[config.mk]
export PLATFORM = sky130hd
export DESIGN_NAME = sys1_scan_driver
export DESIGN_NICKNAME = d
export VERILOG_FILES = /design/src/rtl/sys1_scan_driver.sv
export SDC_FILE = /design/constraint.sdc
export NUM_CORES = 1
export LEC_CHECK = 0
export ABC_AREA = 1
export BUFFER_PORTS_ARGS = -buffer_cell sky130_fd_sc_hd__buf_2
export CAP_MARGIN = 20
export CORE_MARGIN = 5
export CORE_UTILIZATION = 40
export DETAILED_ROUTE_END_ITERATION = 8
export GPL_TIMING_DRIVEN = 0
export PLACE_DENSITY = 0.67
export SYNTH_ARGS = -nofsm -noshare
export SYNTH_HDL_FRONTEND = slang
export SYNTH_SLANG_ARGS = --single-unit
[constraint.sdc]
create_clock -name clk25 -period 6.02 [get_ports clk25]
set_input_delay 0.602 -clock clk25 [delete_from_list [all_inputs] [get_ports clk25]]
set_output_delay 0.602 -clock clk25 [all_outputs]
set_load 0.01 [all_outputs]
[src/rtl/sys1_scan_driver.sv]
// System1 front-panel scan driver: multiplexed 8-digit display, keypad debounce and key FIFO.
// Optional key auto-repeat is compiled in when SYS1_SCAN_AUTOREPEAT_EN is defined.
module sys1_scan_driver #(
  parameter int DWELL      = 3125,
  parameter int BLANK      = 25,
  parameter int DEBOUNCE   = 4,
  parameter int FIFO_DEPTH = 4
`ifdef SYS1_SCAN_AUTOREPEAT_EN
  ,
  parameter int REPEAT_DELAY = 500,
  parameter int REPEAT_RATE  = 100
`endif
) (
  input  logic       clk25,
  input  logic       reset,
  input  logic       wr_en,
  input  logic [2:0] wr_addr,
  input  logic [7:0] wr_data,
  output logic [7:0] seg_out,
  output logic [2:0] dig_sel,
  input  logic [2:0] ret_n,
  output logic [4:0] key_code,
  output logic       key_valid,
  input  logic       key_ack,
  output logic       overflow,
  input  logic       ovf_clr
);
  localparam int CW = (DWELL > 1) ? $clog2(DWELL) : 1;
  localparam int DW = $clog2(DEBOUNCE + 1);
  localparam int AW = $clog2(FIFO_DEPTH);

  // ---------------- scan timing ----------------
  logic [CW-1:0] cnt, cnt_nxt;
  logic [2:0]    dig_nxt;
  logic          dwell_end, frame_end;
  logic [7:0]    disp_buf [8];

  assign dwell_end = (cnt == CW'(DWELL - 1));
  assign frame_end = dwell_end && (dig_sel == 3'd0);

  always_comb begin
    cnt_nxt = dwell_end ? '0 : cnt + CW'(1);
    dig_nxt = dwell_end ? dig_sel - 3'd1 : dig_sel;
  end

  // seg_out is computed from the next count/digit so it lines up with dig_sel
  always_ff @(posedge clk25 or posedge reset) begin
    if (reset) begin
      cnt     <= '0;
      dig_sel <= 3'd7;
      seg_out <= 8'h00;
    end else begin
      cnt     <= cnt_nxt;
      dig_sel <= dig_nxt;
      seg_out <= (cnt_nxt < CW'(BLANK)) ? 8'h00 : disp_buf[dig_nxt];
    end
  end

  always_ff @(posedge clk25 or posedge reset) begin
    if (reset) begin
      for (int i = 0; i < 8; i++) disp_buf[i] <= 8'h00;
    end else if (wr_en) begin
      disp_buf[wr_addr] <= wr_data;
    end
  end

  // ---------------- return-line sampling ----------------
  logic [2:0] ret_s1, ret_s2;
  logic       hit, fk_have, fk_now_have;
  logic [1:0] hit_row;
  logic [4:0] fk, fk_now;

  always_comb begin
    hit     = ~&ret_s2;
    hit_row = 2'd2;
    if (!ret_s2[2])      hit_row = 2'd0;
    else if (!ret_s2[1]) hit_row = 2'd1;
    fk_now_have = fk_have;
    fk_now      = fk;
    // only the first low line of the frame is kept
    if (dwell_end && !fk_have && hit) begin
      fk_now_have = 1'b1;
      fk_now      = {dig_sel, hit_row};
    end
  end

  always_ff @(posedge clk25 or posedge reset) begin
    if (reset) begin
      ret_s1  <= 3'b111;
      ret_s2  <= 3'b111;
      fk_have <= 1'b0;
      fk      <= '0;
    end else begin
      ret_s1 <= ret_n;
      ret_s2 <= ret_s1;
      if (frame_end) begin
        fk_have <= 1'b0;
        fk      <= '0;
      end else begin
        fk_have <= fk_now_have;
        fk      <= fk_now;
      end
    end
  end

  // ---------------- debounce FSM ----------------
  typedef enum logic [1:0] {S_IDLE, S_PRESS, S_HELD, S_REL} state_t;
  state_t        state, state_nxt;
  logic [DW-1:0] dcnt, dcnt_nxt;
  logic [4:0]    cand, cand_nxt, push_code;
  logic          push_req, push_nxt;
  logic          same;

`ifdef SYS1_SCAN_AUTOREPEAT_EN
  localparam int RMAX = (REPEAT_DELAY > REPEAT_RATE) ? REPEAT_DELAY : REPEAT_RATE;
  localparam int RW   = $clog2(RMAX + 1);
  logic [RW-1:0] rpt, rpt_nxt, rpt_lim;
  logic          rpt_on, rpt_on_nxt;
  assign rpt_lim = rpt_on ? RW'(REPEAT_RATE - 1) : RW'(REPEAT_DELAY - 1);
`endif

  assign same = fk_now_have && (fk_now == cand);

  always_comb begin
    state_nxt = state;
    dcnt_nxt  = dcnt;
    cand_nxt  = cand;
    push_nxt  = 1'b0;
`ifdef SYS1_SCAN_AUTOREPEAT_EN
    rpt_nxt    = rpt;
    rpt_on_nxt = rpt_on;
`endif
    if (frame_end) begin
      unique case (state)
        S_IDLE: begin
          if (fk_now_have) begin
            cand_nxt = fk_now;
            dcnt_nxt = DW'(1);
            if (DEBOUNCE <= 1) begin
              push_nxt  = 1'b1;
              state_nxt = S_HELD;
            end else begin
              state_nxt = S_PRESS;
            end
          end
        end
        S_PRESS: begin
          if (!fk_now_have) begin
            state_nxt = S_IDLE;
          end else if (same) begin
            if (dcnt == DW'(DEBOUNCE - 1)) begin
              push_nxt  = 1'b1;
              state_nxt = S_HELD;
            end else begin
              dcnt_nxt = dcnt + DW'(1);
            end
          end else begin
            cand_nxt = fk_now;
            dcnt_nxt = DW'(1);
          end
        end
        S_HELD: begin
          if (!same) begin
            state_nxt = (DEBOUNCE <= 1) ? S_IDLE : S_REL;
            dcnt_nxt  = DW'(1);
`ifdef SYS1_SCAN_AUTOREPEAT_EN
            rpt_nxt    = '0;
            rpt_on_nxt = 1'b0;
          end else if (rpt == rpt_lim) begin
            push_nxt   = 1'b1;
            rpt_nxt    = '0;
            rpt_on_nxt = 1'b1;
          end else begin
            rpt_nxt = rpt + RW'(1);
`endif
          end
        end
        S_REL: begin
          if (same) begin
            state_nxt = S_HELD;
          end else if (dcnt == DW'(DEBOUNCE - 1)) begin
            state_nxt = S_IDLE;
          end else begin
            dcnt_nxt = dcnt + DW'(1);
          end
        end
        default: state_nxt = S_IDLE;
      endcase
    end
  end

  always_ff @(posedge clk25 or posedge reset) begin
    if (reset) begin
      state     <= S_IDLE;
      dcnt      <= '0;
      cand      <= '0;
      push_req  <= 1'b0;
      push_code <= '0;
`ifdef SYS1_SCAN_AUTOREPEAT_EN
      rpt       <= '0;
      rpt_on    <= 1'b0;
`endif
    end else begin
      state     <= state_nxt;
      dcnt      <= dcnt_nxt;
      cand      <= cand_nxt;
      push_req  <= push_nxt;
      push_code <= cand_nxt;
`ifdef SYS1_SCAN_AUTOREPEAT_EN
      rpt       <= rpt_nxt;
      rpt_on    <= rpt_on_nxt;
`endif
    end
  end

  // ---------------- key FIFO ----------------
  logic [AW:0] wp, rp;
  logic [4:0]  mem [FIFO_DEPTH];
  logic        full, pop, do_push, drop;

  assign key_valid = (wp != rp);
  assign full      = (wp[AW] != rp[AW]) && (wp[AW-1:0] == rp[AW-1:0]);
  assign pop       = key_ack && key_valid;
  // a pop on the same edge frees the slot the push needs
  assign do_push   = push_req && (!full || pop);
  assign drop      = push_req && full && !pop;
  assign key_code  = key_valid ? mem[rp[AW-1:0]] : 5'd0;

  always_ff @(posedge clk25 or posedge reset) begin
    if (reset) begin
      wp       <= '0;
      rp       <= '0;
      overflow <= 1'b0;
      for (int i = 0; i < FIFO_DEPTH; i++) mem[i] <= '0;
    end else begin
      if (pop) rp <= rp + (AW+1)'(1);
      if (do_push) begin
        mem[wp[AW-1:0]] <= push_code;
        wp              <= wp + (AW+1)'(1);
      end
      if (drop)         overflow <= 1'b1;
      else if (ovf_clr) overflow <= 1'b0;
    end
  end

endmodule

==> qor.yml <==
synth_nets: 822
worst_pin_slew_ns: 0.833
synth_most_common_cell: "nand2_1"
worstPathMaxFanout: 10
layout.nets: 878
syn_inst: 793
power_density_mw_per_mm2: 297
cp_top_family: "simple AND/OR/NAND/NOR gates"
fin_crit_sh_pct: 44.7
swShare_pct: 23.6
seq_area_frac_synth_pct: 51.6
power_switching_uw: 546
clkLatencyLatePin_ns: 0.43
skew_ns: 0.00735
start_util_pct: 40.5
clockBufferDepth: 2
fp.dieW_um: 139
cts-root-buf: "clkbuf_16"
htreeDepth: 4
critical_path_buf_inv_count: 2
drv_slew: 0
yosysWarnings: 0
syn2layout_area_growth_pct: 16.5
crit_top_cell: "nand3_1"
cp_slowest_cell: "dfrtp_1"
hold_violations: 0
yosys-top-cells-count: "nand2_1 (191), dfrtp_1 (128), o21ai_0 (104), inv_1 (90), nor2_1 (59)"
fmax_mhz: 371
antenna_left: 0
drv_cap: 0
worstPathArrival_ns: 3.02
r2r-start: "cnt[0]"
comb_power_share_pct: 7.0
power_leakage_uw: 0.00384
intPower_uw: 1770
critPathKind: "register to register"
antenna_found_initial: 0
finalPower_uw: 2310
cts_tree: "done"
dr.pass1.iters: 6
cts_resized: 0
gp_congestion: 0.834
syn_area_per_cell_um2: 8.41
wl_um: 15100
ff2ff_setup_slack_ns: 3.33
peakVddDrop_mv: 0.220
via_per_inst: 4.93
synth_seq_cells: 137
fin_crit_ns: 2.69
synth_edf_count: 0
async_flop_share_pct: 100
power_frac_seq_pct: 45.8
core_area_mm2: 0.0165
setup_viol: 0
via_count: 5330
grt.total_usage_pct: 16.3
synth_top_cell_by_area: "dfrtp_1"
grt_overflow: 0
synth_flop_cell: "dfrtp_1"
cts.clk_slew.worst_paths_ns: 0.06
slew_headroom_pct: 44.0
drive_above_1_share_pct: 14.6
routedWlPerCell_um: 13.9
finalSetupTns_ns: 0
cp.required_ns: 6.35
hp-class: "input pin to asynchronous set/reset pin"
cts.sinks: 137
grt_pass1_vias: 5194
netlist_area_mm2: 0.00667
pwr-share-clk_pct: 47.2
reg2reg_to: "seg_out[3]"
cts-hold-fix-buffers: 0
ff2ff_path_depth: 12
antennaDiodeCount: 0
synth_cell_types: 39
num_io_pins: 37
numPortBuffers: 36
rsz0062_at_grt: "false"
start_kind: "register"
numCtsBuffers: 17
end_kind: "register"
max_stage_delay_ns: 0.42
die_area_mm2: 0.0194
dp_hpwl_um: 10600
fp.dieH_um: 139
grt_max_degree: 93
netlist.area_leader.share_pct: 48.0
synthTopCellsByArea: "dfrtp_1 (48%), nand2_1 (11%), o21ai_0 (7.8%), inv_1 (5.1%), dfstp_2 (3.5%)"
rows: 47
grt_pass1_wl_um: 25700
status: "finished, final reports clean"
worstPathCellList: "inv_1 > ha_1 > nand3_1 > nor2_8 > nand2_4 > xor2_2 > clkbuf_1 > or2_0 > o211ai_1 > nand3_1 > nand2_1 > nor2_1"
drt-initial-drc-count: 334
post_cts_buffers: 0
drcViolationCount: 0
-- layer usage --
layer	routed length (um)	GRT usage (%)	up-vias
li1	-	-	2698
met5	0	0	-
met4	433	7.88	0
met2	7290	27.1	99
met1	6790	20.4	2503
met3	542	3.38	30
-- power by group through the flow --
stage | logic (uW) | clock network [uW] | registers [uW]
after global placement | 158 | 0 | 1070
after floorplan | 110 | 0 | 1070
final | 162 | 1090 | 1060
after CTS | 166 | 1110 | 1060
after detailed placement | 166 | 0 | 1070
after global routing | 191 | 1150 | 1070
-- how the worst max path moves through the flow --
stage	startpoint	to	slack (ns)	cells after the start
global route	cnt[0]	seg_out[0]	3.10	12
detailed placement	cnt[0]	seg_out[3]	3.31	12
floorplan	reset	cnt[0]	1.77	1
finish	cnt[0]	seg_out[3]	3.33	12
global placement	reset	disp_buf[2]	0.13	2
CTS	cnt[0]	seg_out[3]	3.29	12
-- sequential cells by signal, indices dropped and copies added, names as in the netlist --
register and flops:
ret_s2 3, dig_sel 3, push_req 1, state 2, seg_out 8, disp_buf 64, rp 3, push_code 5
overflow 1, dcnt 3, ret_s1 3, cnt 12, fk 5, wp 3, mem 20, fk_have 1
-- placed cells by master, fill, tap and decap left out, types with 3 or more instances in the layout --
cell type	Yosys	layout
a21oi_1	20	20
buf_2	5	41
bufinv_16	0	3
clkbuf_1	12	14
clkbuf_16	0	17
clkbuf_8	0	3
dfrtp_1	128	128
dfstp_2	9	9
ha_1	10	10
inv_1	90	89
inv_2	9	9
nand2_1	191	191
nand2_2	10	10
nand3_1	34	34
nand4_1	11	11
nor2_1	59	59
nor2_2	6	6
nor2_4	3	3
nor3_1	7	7
o211ai_1	30	30
o21a_1	10	10
o21ai_0	104	104
o21ai_1	4	4
or2_0	11	11
or2_2	4	4
xor2_1	6	6
-- kinds of logic after synthesis --
| family | count (synthesis) | share of synthesized area, % |
|---|---|---|
| AND/OR/NAND/NOR | 345 | 23.4 |
| AO/OA/AOI/OAI | 173 | 14.8 |
| flip-flops | 137 | 51.6 |
| buffers and inverters | 118 | 6.79 |
| XOR/XNOR | 10 | 1.54 |
| adder cells (fa/ha/maj) | 10 | 1.88 |
-- area by class of cell --
class | instances | area (um2)
fillers | 1623 | 8690
flip-flops and latches | 137 | 3440
multi-input cells | 538 | 2780
clock buffers | 22 | 474
inverters | 99 | 377
well taps | 220 | 275
repair buffers | 37 | 208
clock inverters | 10 | 141
plain buffers | 19 | 81.3
-- per-stage QoR --
step / hold WS [ns] / instance area (um2) / util (%) / std cells / worst slack [ns]
after CTS: 0.193 / 7770 / 47.2 / 1082 / 3.29
after floorplan: 0.345 / 6670 / - / 793 / 1.77
final: 0.188 / 7770 / 47.2 / 1082 / 3.33
after detailed placement: 0.347 / 7160 / 43.5 / 1050 / 3.31
after global routing: 0.220 / 7770 / 47.2 / 1082 / 3.10
after global placement: 0.347 / 7130 / 43.3 / 1049 / 0.131
-- worst register-to-register path: cells and delay by family (launching register included) --
family | cells | cell delay, ns
AO/OA/AOI/OAI | 1 | 0.08
adder cells (fa/ha/maj) | 1 | 0.20
AND/OR/NAND/NOR | 7 | 1.06
XOR/XNOR | 1 | 0.34
buffers and inverters | 2 | 0.49
flip-flops | 1 | 0.42
Note: power is estimated with default switching activity, not from simulation.
